File: src/rtl/serial_adder_pkg.sv
// Shared definitions for the bit-serial adder: FSM state encoding and legal width range.
package serial_adder_pkg;

  typedef enum logic [1:0] {
    ST_IDLE  = 2'b00,
    ST_SHIFT = 2'b01,
    ST_DONE  = 2'b10
  } state_t;

  localparam int WIDTH_MIN = 1;
  localparam int WIDTH_MAX = 32;

endpackage

File: src/rtl/serial_adder_if.sv
// Request/response bundle of the serial adder: operands and start in, status and result out.
interface serial_adder_if #(parameter int WIDTH = 8);
  logic             start;
  logic [WIDTH-1:0] a;
  logic [WIDTH-1:0] b;
  logic             cin;
  logic             busy;
  logic             done;
  logic [WIDTH-1:0] sum;
  logic             cout;

  modport master (output start, a, b, cin, input  busy, done, sum, cout);
  modport slave  (input  start, a, b, cin, output busy, done, sum, cout);
endinterface

File: src/rtl/fa_using_hs.sv
// One-bit full adder composed from two half-adder stages.
module fa_using_hs (
  input  logic a,
  input  logic b,
  input  logic c,
  output logic sum,
  output logic carry
);
  logic hs1_sum, hs1_carry, hs2_carry;

  assign hs1_sum   = a ^ b;
  assign hs1_carry = a & b;
  assign sum       = hs1_sum ^ c;
  assign hs2_carry = hs1_sum & c;
  assign carry     = hs1_carry | hs2_carry;
endmodule

File: src/rtl/serial_adder.sv
// Bit-serial adder: streams operand bits LSB first through a single full-adder cell,
// taking WIDTH cycles per addition and publishing sum/cout only on completion.
module serial_adder
  import serial_adder_pkg::*;
#(
  parameter int WIDTH = 8
) (
  input logic           clk,
  input logic           rst,
  serial_adder_if.slave bus
);
  localparam int            CW   = $clog2(WIDTH + 1);
  localparam logic [CW-1:0] LAST = CW'(WIDTH - 1);

  if (WIDTH < WIDTH_MIN || WIDTH > WIDTH_MAX) begin : g_bad_width
    $error("serial_adder: WIDTH out of range");
  end

  state_t           state_q, state_d;
  logic [WIDTH-1:0] a_sh, b_sh, s_sh, s_next;
  logic [WIDTH-1:0] sum_q;
  logic             cout_q;
  logic             carry;
  logic [CW-1:0]    cnt;
  logic             fa_sum, fa_carry;
  logic             accept, last_bit;

  fa_using_hs u_fa (
    .a    (a_sh[0]),
    .b    (b_sh[0]),
    .c    (carry),
    .sum  (fa_sum),
    .carry(fa_carry)
  );

  // start is honoured in IDLE and DONE, never while shifting
  assign accept   = bus.start && (state_q != ST_SHIFT);
  assign last_bit = (cnt == LAST);

  // new sum bit enters at the MSB; written this way so WIDTH=1 needs no special case
  always_comb begin
    s_next            = s_sh >> 1;
    s_next[WIDTH-1]   = fa_sum;
  end

  always_ff @(posedge clk or posedge rst) begin
    if (rst) state_q <= ST_IDLE;
    else     state_q <= state_d;
  end

  always_comb begin
    state_d = state_q;
    unique case (state_q)
      ST_IDLE:  state_d = bus.start ? ST_SHIFT : ST_IDLE;
      ST_SHIFT: state_d = last_bit  ? ST_DONE  : ST_SHIFT;
      ST_DONE:  state_d = bus.start ? ST_SHIFT : ST_IDLE;
      default:  state_d = ST_IDLE;
    endcase
  end

  always_comb begin
    bus.busy = (state_q == ST_SHIFT);
    bus.done = (state_q == ST_DONE);
  end

  assign bus.sum  = sum_q;
  assign bus.cout = cout_q;

  always_ff @(posedge clk or posedge rst) begin
    if (rst) begin
      a_sh   <= '0;
      b_sh   <= '0;
      s_sh   <= '0;
      carry  <= 1'b0;
      cnt    <= '0;
      sum_q  <= '0;
      cout_q <= 1'b0;
    end else if (accept) begin
      a_sh  <= bus.a;
      b_sh  <= bus.b;
      carry <= bus.cin;
      cnt   <= '0;
    end else if (state_q == ST_SHIFT) begin
      a_sh  <= a_sh >> 1;
      b_sh  <= b_sh >> 1;
      s_sh  <= s_next;
      carry <= fa_carry;
      cnt   <= cnt + CW'(1);
      if (last_bit) begin
        sum_q  <= s_next;
        cout_q <= fa_carry;
      end
    end
  end
endmodule

File: src/flat_wrapper.sv
// flat-port wrapper written by rule: the top's interface ports become plain ports
module serial_adder_flat import serial_adder_pkg::*;
#(
  parameter int WIDTH = 8
)
  (clk, rst, bus_start, bus_a, bus_b, bus_cin, bus_busy, bus_done, bus_sum, bus_cout);
  serial_adder_if #(.WIDTH(WIDTH)) bus_i ();
  input logic clk;
  input logic rst;
  input wire logic [$bits(bus_i.start)-1:0] bus_start;
  input wire logic [$bits(bus_i.a)-1:0] bus_a;
  input wire logic [$bits(bus_i.b)-1:0] bus_b;
  input wire logic [$bits(bus_i.cin)-1:0] bus_cin;
  output wire logic [$bits(bus_i.busy)-1:0] bus_busy;
  output wire logic [$bits(bus_i.done)-1:0] bus_done;
  output wire logic [$bits(bus_i.sum)-1:0] bus_sum;
  output wire logic [$bits(bus_i.cout)-1:0] bus_cout;
  assign bus_i.start = bus_start;
  assign bus_i.a = bus_a;
  assign bus_i.b = bus_b;
  assign bus_i.cin = bus_cin;
  assign bus_busy = bus_i.busy;
  assign bus_done = bus_i.done;
  assign bus_sum = bus_i.sum;
  assign bus_cout = bus_i.cout;
  serial_adder #(.WIDTH(WIDTH)) u_core (.clk(clk), .rst(rst), .bus(bus_i));
endmodule
File: config.mk
export PLATFORM = sky130hd
export DESIGN_NAME = serial_adder_flat
export DESIGN_NICKNAME = d
export VERILOG_FILES = /design/src/rtl/serial_adder_pkg.sv /design/src/rtl/serial_adder_if.sv /design/src/rtl/fa_using_hs.sv /design/src/rtl/serial_adder.sv /design/src/flat_wrapper.sv
export SDC_FILE = /design/constraint.sdc
export NUM_CORES = 1
export LEC_CHECK = 0
export CAP_MARGIN = 15
export CORE_ASPECT_RATIO = 0.75
export CORE_MARGIN = 4
export CORE_UTILIZATION = 40
export DETAILED_ROUTE_END_ITERATION = 7
export GPL_ROUTABILITY_DRIVEN = 0
export PLACE_DENSITY_LB_ADDON = 0.05
export SYNTH_ARGS = -nofsm -noshare
export SYNTH_HDL_FRONTEND = slang
export SYNTH_HIERARCHICAL = 1
export SYNTH_SLANG_ARGS = --single-unit
File: constraint.sdc
create_clock -name clk -period 1.4 [get_ports clk]
set_clock_uncertainty 0.05 [all_clocks]
set_input_delay 0.28 -clock clk [delete_from_list [all_inputs] [get_ports clk]]
set_output_delay 0.28 -clock clk [all_outputs]
set_load 0.01 [all_outputs]
---- After elaboration in Yosys (flattened, before gate mapping) ----
Index checks and enable logic that the tools add are counted.
cells by class
  reduce and logical (&&, ||, !) cells .... 6
  multiplexer cells ....................... 11
  bitwise gates (word level) .............. 6
  $add $sub $neg .......................... 1
  eq/ne operators ......................... 4
operators with widths
  operator                                                         number
  8-bit two-way mux                                                4
  4-bit two-way mux                                                2
  4-bit by 1-bit adder with 4-bit output, second input constant    1
  4-bit by 3-bit == test with 1-bit output, second input constant  1
  2-bit one-hot mux with 2 select lines                            1
  1-bit two-way mux                                                3
  3-bit AND reduction                                              1
  1-bit bitwise AND                                                2
  2-bit by 1-bit == test with 1-bit output, second input constant  1
  2-bit == test, second input constant                             1
  2-bit logical NOT                                                1
  2-bit two-way mux                                                1
  2-bit by 1-bit != test with 1-bit output, second input constant  1
  2-bit AND reduction                                              1
  2-bit nonzero test                                               1
  2-bit OR reduction                                               1
  1-bit bitwise XOR                                                2
  1-bit logical AND                                                1
  1-bit inverter                                                   1
  1-bit OR                                                         1
storage, ports and cells
  input port bits ......................... 20
  logic and storage cells ................. 36
  flip-flop bits (word level) ............. 40

---- Depth between registers and ports, before layout ----
Gate-level depths: netlist of run 1.
  depth after elaboration ................. 5
  gate-level depth with buffers ........... 5

---- Cells and area by module ----
Netlist of run 1, hierarchy kept.
modules (own cells, without submodules)
  module        sequential area each (um^2)  area each (um^2)  times used  cells each
  serial_adder  975.9                        1644.1            1           147
  fa_using_hs   0.0                          20.0              1           1

---- Worst setup path after synthesis of run 1 ----
OpenSTA, ideal clock, no wires.
  path type ............................... flip-flop to flip-flop
  from .................................... register u_core.cnt[0]
  to ...................................... register u_core.cout_q (netlist: u_core/bus.cout)
  cell stages (with the launch flop) ...... 5
  path buffers ............................ 0
  required time ........................... 1.225 ns
  slack ................................... -0.072 ns
  arrival time ............................ 1.297 ns
  setup time .............................. 0.125 ns
  cells stage by stage .................... dfrtp_1 > ha_1 > nand2_1 > nor3_4 > mux2_2
on the way
  word-level cells in the longest chain between the ends .. 2
RTL lines
  item                                      line                source
  start, declared                           serial_adder.sv:24  logic [CW-1:0] cnt;
  start signal, assigned                    serial_adder.sv:88  cnt <= cnt + CW'(1);
  4-bit by 3-bit == test with 1-bit output  serial_adder.sv:38  assign last_bit = (cnt == LAST);
  3-bit AND reduction (no source line)      --
  end signal, assigned                      serial_adder.sv:91  cout_q <= fa_carry;
  end, declared                             serial_adder.sv:22  logic cout_q;
No other way between the ends.
A chain may end at the register's enable or synchronous reset.

---- Worst setup path in the final report of run 1 ----
  from .................................... register u_core.cnt[1]
  to ...................................... register u_core.sum_q[7] (netlist: u_core/bus.sum[7])
on the way
  word-level cells in the longest chain between the ends .. 2
RTL lines
  item                                      line                source
  4-bit by 3-bit == test with 1-bit output  serial_adder.sv:38
  3-bit AND reduction (no source line)      --
  end signal, assigned                      serial_adder.sv:90  sum_q <= s_next;
  end, declared                             serial_adder.sv:21  logic [WIDTH-1:0] sum_q;
No other way between the ends.

==> flow_summary_export.csv, run 1 <==
group,metric,value,unit
power_and_ir_drop,p_sw,1.51,mW
drt,via_per_inst,4.65,
synth,syn-cell-area,1660,µm²
critical_path,r2r_slack,-0.12,ns
global_route,grt_antenna_before_repair,0,
global_route,groute.usage.overall,14.3,%
power_and_ir_drop,leakagePower,1.16,nW
global_route,overflow,0,
critical_path,crit_path_end_kind,"flip-flop",
synth,synth.avg_cell_area,11.2,µm²
final_layout,multi_input_area,701,µm²
global_route,grt_pass1_vias,1250,
sta,max_freq,0.660,GHz
drt,dr.pass1.iters,4,
critical_path,critPathLaunch,"u_core/cnt[1]",
synth,synth-async-reset-ratio,100,%
cts,clock_path_buffers,2,
die,core-area,4030,µm²
critical_path,path_class,"flip-flop to flip-flop",
sta,worst_slew_pin_slew,0.250,ns
drt,wire_per_inst,12.9,µm
synth,synth-edff-count,0,
min_path,hold_class,"input pin to asynchronous set/reset pin",
die,die_w,82.5,µm
sta,hold_viol,0,
power_and_ir_drop,switching_share,32.3,%
critical_path,path_max_fanout,4,
die,die_area,5270,µm²
sta,slew_violations,0,
placement,placed_cells,240,
die,rows,20,
cts,cts_max_level,2,
power_and_ir_drop,pwr-share-comb,39.3,%
synth,ys_seq_area_share,58.6,%
die,io_pins,31,
sta,fin_setup_tns,-1.09,ns
cts,ctsHoldBuffers,0,
cts,cts_inserted_buffers,5,
power_and_ir_drop,cell_internal_pwr,3.17,mW
synth,synth.net_count,170,
sta,relSlewSlack,83.2,%
global_route,grt_max_degree,40,
cts,numClockSinks,39,
final_layout,fillCellCount,358,
drt,ant_nets,0,
critical_path,reg2regPathDepth,5,
final_layout,area_growth,40.7,%
final_layout,final_nets,218,
cts,clkLatencyLatePin,0.28,ns
cts,cts_tree,"built",
die,start_util,41.3,%
outcome,violations,"setup timing",
outcome,status,"finished, violations left",
cts,clk_pin_slew,0.07,ns
final_layout,most-common-layout-cells,"39 x nand2_1, 39 x dfrtp_1, 19 x clkdlybuf4s50_1, 19 x o21ai_0, 18 x mux2i_1",
drt,vias,1172,
final_layout,antenna_cells,0,
sta,post-route-period-util,108,%
synth,syn-instance-count,148,
critical_path,rr_endpoint,"u_core/bus.sum[7]",
sta,setup_violations,10,
drt,routed_wl,3.25,mm
job,cap_violations,0,
sta,rsz0062_at_grt,"yes",
global_route,grt_pass1_wl,5.75,mm
final_layout,fin_cells,252,
die,chipHeight,63.9,µm
power_and_ir_drop,ir_drop,1.02,mV
sta,setup_ws,-0.116,ns
cts,cts-root-buf,"clkbuf_8",
synth,synth-seq-cells,39,
sta,fin_crit,1.52,ns
power_and_ir_drop,power.clock.fraction,20.3,%
drt,drt-initial-drc-count,34,
drt,drc_errors,0,
placement,post-dp-hpwl,2.18,mm
synth,synth_cell_types,18,
final_layout,drive_above_1_share,21.8,%
critical_path,crit_required,1.52,ns
critical_path,r2r-start,"u_core/cnt[1]",
placement,port_buffers,30,
power_and_ir_drop,power_density,2000,nW/µm²
power_and_ir_drop,power.share.sequential,40.4,%
critical_path,start_kind,"flip-flop",
final_layout,regArea,976,µm²
synth,ys.warnings.count,6,
synth,synth_ff_type,"dfrtp_1",
critical_path,arrival,1.64,ns
==> routing by layer <==
metal | wire (µm) | GRT usage (%) | vias up
li1 | - | - | 593
met3 | 141 | 4.65 | 5
met5 | 0 | 0 | -
met1 | 1550 | 19.0 | 554
met2 | 1520 | 22.2 | 20
met4 | 36 | 4.36 | 0
==> critical path: stages (launching register included) <==
cell     delay (ns)
dfrtp_1        0.40
ha_4           0.17
nand2_4        0.06
nor3_4         0.26
buf_6          0.17
mux2_4         0.30
==> Yosys cell counts, types with 2 or more instances <==
library cell	number	area share, %
nand2_1	40	9.0
dfrtp_1	39	59
o21ai_0	19	5.7
mux2i_1	18	11
mux2_2	10	6.8
clkbuf_1	4	0.90
buf_2	3	0.90
nor2_1	3	0.68
inv_1	2	0.45
nand3_1	2	0.60
==> how the worst max path moves through the flow <==
stage,end,slack (ns),depth (start not counted)
6_report,u_core/bus.sum[7],-0.12,5
5_1_grt,u_core/bus.sum[7],-0.17,5
4_1_cts,u_core/bus.sum[4],-0.09,5
3_5_place_dp,u_core/bus.sum[4],-0.09,5
3_3_place_gp,u_core/bus.sum[4],-0.05,5
2_1_floorplan,u_core/bus.cout,-0.07,4
==> stage by stage <==
stage / setup WS, ns / util, % / hold slack (ns) / area, µm² / power [mW]
floorplan: -0.0715 / - / 0.386 / 1660 / 2.81
finish: -0.116 / 58.1 / 0.294 / 2340 / 4.68
CTS: -0.0932 / 57.4 / 0.297 / 2310 / 4.63
global route: -0.175 / 58.1 / 0.326 / 2340 / 5.07
global placement: -0.0538 / 53.0 / 0.410 / 2130 / 3.51
detailed placement: -0.0876 / 53.0 / 0.422 / 2130 / 3.57
==> sequential cells by signal (all words and copies together), names as in the netlist <==
register	flops
u_core/a_sh	8
u_core/b_sh	8
u_core/bus.cout	1
u_core/bus.sum	8
u_core/carry	1
u_core/cnt	4
u_core/s_sh	7
u_core/state_q	2
==> layout make-up <==
type	count	area share, %
clock buffer	6	3.53
tap	55	2.94
sequential	39	41.7
clock inverter	2	1.50
multi-input combinational	99	29.9
timing repair buffer	48	19.8
inverter	3	0.588
==> cells by family after synthesis <==
family,after synthesis,synth area share [%]
AOI/OAI and AO/OA,20,6.24
xor gates and xnor gates,1,0.526
adders and majority gates,2,1.95
buffers and inverters,10,2.48
DFF,39,58.6
muxes,28,17.6
and+or+nand+nor,48,12.6
==> repair_timing <==
item | in CTS | in global routing
resized for setup | 26 | 10
pin swaps | 0 | 2
buffers inserted | 4 | 1
endpoints found under the setup margin | 22 | 16
==> power groups by stage <==
stage	logic, mW	clock network (mW)	registers [mW]
4_1_cts	1.78	0.978	1.87
5_1_grt	2.09	1.02	1.96
6_report	1.84	0.952	1.89
3_5_place_dp	1.67	0	1.90
3_3_place_gp	1.63	0	1.88
2_1_floorplan	0.903	0	1.90
No activity file was read; power rests on OpenSTA's default activity.
==> run 2: changes to the inputs <==
- CORE_MARGIN: 4 -> 5
- GPL_TIMING_DRIVEN: unset -> 0
- SLEW_MARGIN: unset -> 10
==> run 2 against run 1 <==
Effect of this change: the run still ends with setup timing left; final cell count is 2.8% lower; fmax is 0.94% higher; first-iteration DRC count stayed put; sequential share of layout area is 1.4 points higher; register-to-register slack hardly changed; combinational power is 4% lower; count of clock-buffer cells in the layout stayed put; global-route usage is 0.98 points lower; sequential power hardly changed; via count is 2.7% lower; critical endpoint is now u_core/bus.sum[6]; largest cell class unchanged.
==> flow_summary_export.csv, run 2 (synthesis results as in run 1) <==
group,metric,value,unit
outcome,status,"finished, violations left",
outcome,violations,"setup timing",
critical_path,crit_top_cell,"buf_6",
drt,ant_nets,0,
critical_path,r2r-start,"u_core/state_q[1]",
critical_path,crit_required,1.52,ns
critical_path,path_class,"flip-flop to flip-flop",
power_and_ir_drop,leakagePower,1.11,nW
sta,setup_ws,-0.102,ns
final_layout,most-common-layout-cells,"39 x nand2_1, 39 x dfrtp_1, 19 x o21ai_0",
global_route,grt_pass1_wl,5.90,mm
sta,rsz0062_at_grt,"yes",
cts,cts_max_level,2,
global_route,grt_antenna_before_repair,0,
drt,vias,1140,
critical_path,critPathLaunch,"u_core/state_q[1]",
sta,slew_violations,0,
global_route,overflow,0,
cts,cts_inserted_buffers,5,
placement,post-dp-hpwl,2.28,mm
sta,fin_crit,1.50,ns
die,die_area,5560,µm²
final_layout,final_nets,211,
critical_path,cp_slowest_cell,"dfrtp_1",
sta,max_freq,0.666,GHz
sta,hold_viol,0,
final_layout,antenna_cells,0,
drt,drt-initial-drc-count,34,
cts,clk_pin_slew,0.07,ns
cts,numClockSinks,39,
die,die_w,84.5,µm
die,start_util,41.3,%
critical_path,path_max_fanout,5,
critical_path,start_kind,"flip-flop",
critical_path,crit_path_end_kind,"flip-flop",
drt,wire_per_inst,13.9,µm
drt,routed_wl,3.40,mm
final_layout,area_growth,36.0,%
final_layout,stdcell_area,2260,µm²
placement,dpl_cell_area,2020,µm²
final_layout,drive_above_1_share,20.0,%
sta,worst_slew_pin_slew,0.809,ns
drt,dr.pass1.iters,4,
critical_path,path_cells,"nand2b_4 > buf_6 > nor3_4 > buf_6 > mux2_4",
cts,cts-root-buf,"clkbuf_8",
cts,clock_path_buffers,2,
power_and_ir_drop,power_density,2040,nW/µm²
sta,setup_violations,10,
critical_path,slowest_delay,0.38,ns
die,io_pins,31,
critical_path,arrival,1.62,ns
drt,drc_errors,0,
global_route,grt_max_degree,40,
sta,post-route-period-util,107,%
die,core-area,4030,µm²
min_path,hold_class,"input pin to flip-flop",
drt,via_per_inst,4.65,
cts,clkLatencyLatePin,0.28,ns
sta,fin_setup_tns,-0.874,ns
power_and_ir_drop,ir_drop,0.797,mV
die,chipHeight,65.9,µm
global_route,groute.usage.overall,13.4,%
sta,relSlewSlack,46.0,%
min_path,min_from,"bus_start",
job,cap_violations,0,
placement,port_buffers,29,
global_route,grt_pass1_vias,1278,
die,rows,20,
cts,cts_tree,"built",
cts,ctsHoldBuffers,0,
## run 2: changes by cell type in the layout (fill, tap and decap cells not counted), moves of 2 or more
cell	change
buf_12	-2
buf_2	+2
buf_4	-7
buf_6	+2
## run 2: layout make-up
class | count | area, µm²
fillers | 363 | 1770
well taps | 55 | 68.8
multi-input cells | 99 | 686
clock buffers | 6 | 82.6
inverters | 3 | 16.3
clock inverters | 2 | 35.0
plain buffers | 5 | 50.0
repair buffers | 36 | 349
flip-flops and latches | 39 | 976
## run 2: final timing paths
| path | end | slack (ns) | cells after the start |
|---|---|---|---|
| max in group asynchronous | u_core/bus.sum[5] | 0.36 | 2 |
| min reg2reg | u_core/s_sh[1] | 0.43 | 2 |
| min | u_core/state_q[0] | 0.39 | 3 |
| max | u_core/bus.sum[6] | -0.10 | 5 |
| max reg2reg | u_core/bus.sum[6] | -0.10 | 5 |
| min in group asynchronous | u_core/bus.sum[2] | 0.43 | 2 |
## run 2: what timing repair did
action                                  4_1_cts  5_1_grt
pin swaps                                     2        2
endpoints found under the setup margin       25       28
buffers inserted                              4        3
resized for setup                            37       14
endpoints found under the hold margin         0        0
## run 2: metrics by stage
stage	utilization (%)	worst slack [ns]	cells	hold slack, ns	power [mW]
2_1_floorplan	-	-0.0715	148	0.386	2.81
4_1_cts	55.1	-0.125	243	0.386	4.57
5_1_grt	56.2	-0.155	245	0.411	4.97
3_5_place_dp	50.2	-0.645	232	0.416	3.43
3_3_place_gp	50.2	-0.644	232	0.405	3.39
6_report	56.2	-0.102	245	0.394	4.61
## run 2: layer usage
metal / part of all wire, % / wire length (µm) / track usage, % / vias to the layer above
li1: - / - / - / 579
met1: 51 / 1740 / 17.6 / 540
met2: 44 / 1490 / 21.1 / 17
met3: 3.7 / 126 / 3.86 / 4
met4: 1.0 / 35 / 4.74 / 0
met5: 0 / 0 / 0 / -
## run 2: critical path: cells and delay by family (launching register included)
family | cells | cell delay [ns]
buffers and inverters | 2 | 0.30
DFF | 1 | 0.38
muxes | 1 | 0.30
and+or+nand+nor | 2 | 0.36
## run 2: power by group
part	switching [mW]	internal, mW	total (mW)
clock	0.373	0.576	0.949
sequential	0.299	1.60	1.90
combinational	0.829	0.930	1.76
==> run 3: changes to the inputs <==
- clock period: 1.4 -> 1.81 ns (I/O delays scaled with it)
==> run 3 against run 2 <==
Effect of this change: the flow now finishes without violations; critical endpoint is now bus_busy; count of clock-buffer cells in the layout unchanged; highest routed layer unchanged; utilization down 2.8 points; largest power group unchanged; routed wire length down 4.6%; sequential power down 24%; flip-flop and latch count unchanged.
==> flow_summary_export.csv, run 3 (synthesis results as in run 1) <==
group,metric,value,unit
outcome,status,"completed",
critical_path,path_max_fanout,19,
global_route,overflow,0,
sta,max_freq,0.594,GHz
critical_path,cp_slowest_cell,"dfrtp_1",
die,die_area,5560,µm²
sta,setup_violations,0,
die,chipHeight,65.9,µm
global_route,grt_max_degree,40,
die,die_w,84.5,µm
sta,hold_viol,0,
sta,fin_crit,1.68,ns
final_layout,multi_input_area,647,µm²
placement,port_buffers,29,
critical_path,crit_required,1.40,ns
global_route,groute.usage.overall,12.9,%
drt,routed_wl,3.24,mm
final_layout,antenna_cells,0,
die,io_pins,31,
critical_path,path_buf_inv,3,
min_path,holdPathEnd,"u_core/s_sh[1]",
drt,drc_errors,0,
cts,clock_path_buffers,2,
critical_path,path_cells,"buf_4 > nand2b_4 > inv_6 > dlygate4sd2_1",
job,cap_violations,0,
placement,dpl_cell_area,2020,µm²
critical_path,r2r-start,"u_core/cnt[0]",
die,rows,20,
critical_path,crit_path_end_kind,"output port",
sta,holdWs,0.427,ns
drt,vias,1132,
drt,wire_per_inst,13.5,µm
final_layout,regArea,976,µm²
global_route,grt_antenna_before_repair,0,
final_layout,stdcell_area,2150,µm²
cts,clkLatencyLatePin,0.28,ns
critical_path,arrival,1.27,ns
cts,cts_tree,"built",
cts,cts_inserted_buffers,5,
final_layout,fillCellCount,372,
sta,relSlewSlack,46.8,%
drt,via_per_inst,4.72,
critical_path,slowest_delay,0.38,ns
drt,dr.pass1.iters,4,
critical_path,start_kind,"flip-flop",
sta,worst_slew_pin_slew,0.796,ns
critical_path,critical_path.top_delay_family,"buffers and inverters",
final_layout,most-common-layout-cells,"40 x nand2_1, 39 x dfrtp_1, 27 x clkdlybuf4s50_1",
critical_path,path_class,"flip-flop to output port",
critical_path,rr_endpoint,"u_core/bus.sum[1]",
sta,slew_violations,0,
sta,rsz0062_at_grt,"no",
placement,post-dp-hpwl,2.28,mm
drt,drt-initial-drc-count,34,
final_layout,drive_above_1_share,14.1,%
min_path,hold_class,"flip-flop to flip-flop",
die,core-area,4030,µm²
critical_path,r2r_slack,0.14,ns
final_layout,final_common_cell,"nand2_1",
drt,ant_nets,0,
cts,clk_pin_slew,0.07,ns
power_and_ir_drop,leakagePower,1.03,nW
cts,numClockSinks,39,
die,start_util,41.3,%
critical_path,reg2regPathDepth,4,
global_route,grt_pass1_wl,5.69,mm
cts,cts-root-buf,"clkbuf_8",
cts,cts_max_level,2,
global_route,grt_pass1_vias,1238,
sta,post-route-period-util,93.0,%
final_layout,area_growth,29.2,%
min_path,holdPathStages,2,
power_and_ir_drop,power_density,1560,nW/µm²
power_and_ir_drop,ir_drop,0.637,mV
min_path,min_from,"u_core/s_sh[1]",
final_layout,final_nets,206,
[run 3: cell count changes in the layout (fill, tap and decap cells not counted), sizes merged]
cell           previous run  this run
dlymetal6s2s              0         1
clkinv                    2         1
buf                      13         4
dlygate4sd2               9         1
clkdlybuf4s50            18        27
inv                       2         3
clkbuf                    7         9
[run 3: where the power goes]
group,internal (mW),switching (mW)
Clock,0.446,0.288
Sequential,1.24,0.216
Combinational,0.570,0.608
Total,2.25,1.11
[run 3: layout make-up]
type	count	area share, %
Sequential cell	39	45.4
Tap cell	55	3.20
Multi-Input combinational cell	99	30.1
Timing Repair Buffer	30	13.9
Clock buffer	6	3.84
Clock inverter	2	1.63
Inverter	3	0.756
Buffer	6	1.22
[run 3: repair_timing]
action | CTS | global route
setup endpoints to repair | 2 | 1
cloned | 0 | 0
hold buffers | 0 | 0
setup buffers | 1 | 0
resized for setup | 3 | 1
pin swaps | 0 | 0
[run 3: worst max-delay path by stage]
stage                            startpoint           endpoint  cells after the start
final                     u_core/state_q[0]           bus_busy                      4
after global routing          u_core/cnt[0]  u_core/bus.sum[4]                      4
after CTS                 u_core/state_q[0]           bus_done                      2
after detailed placement  u_core/state_q[1]           bus_busy                      4
after global placement                  rst     u_core/a_sh[3]                      2
after floorplan               u_core/cnt[0]    u_core/bus.cout                      4
[run 3: tightest hold or removal path, cell delays in order, from the launching register on]
cell and delay (ns):
dfrtp_1 0.34, nand2_1 0.05, nand2_1 0.05
[run 3: metrics by stage]
stage,power [mW],worst slack (ns),utilization (%),TNS (ns),instances
detailed placement,2.65,-0.317,50.2,-0.317,232
floorplan,2.17,0.338,-,0,148
global placement,2.62,-0.316,50.2,-12.57,232
global route,3.63,0.00665,53.4,0,240
finish,3.37,0.127,53.4,0,240
CTS,3.43,0.0178,53.3,0,240
[run 3: metal layers]
metal	up-vias	part of all wire, %	track usage, %	wire length [µm]
met5	-	0	0	0
met1	538	50	17.2	1630
met3	4	4.5	3.86	146
met2	23	44	20.0	1430
li1	567	-	-	-
met4	0	1.1	4.74	35
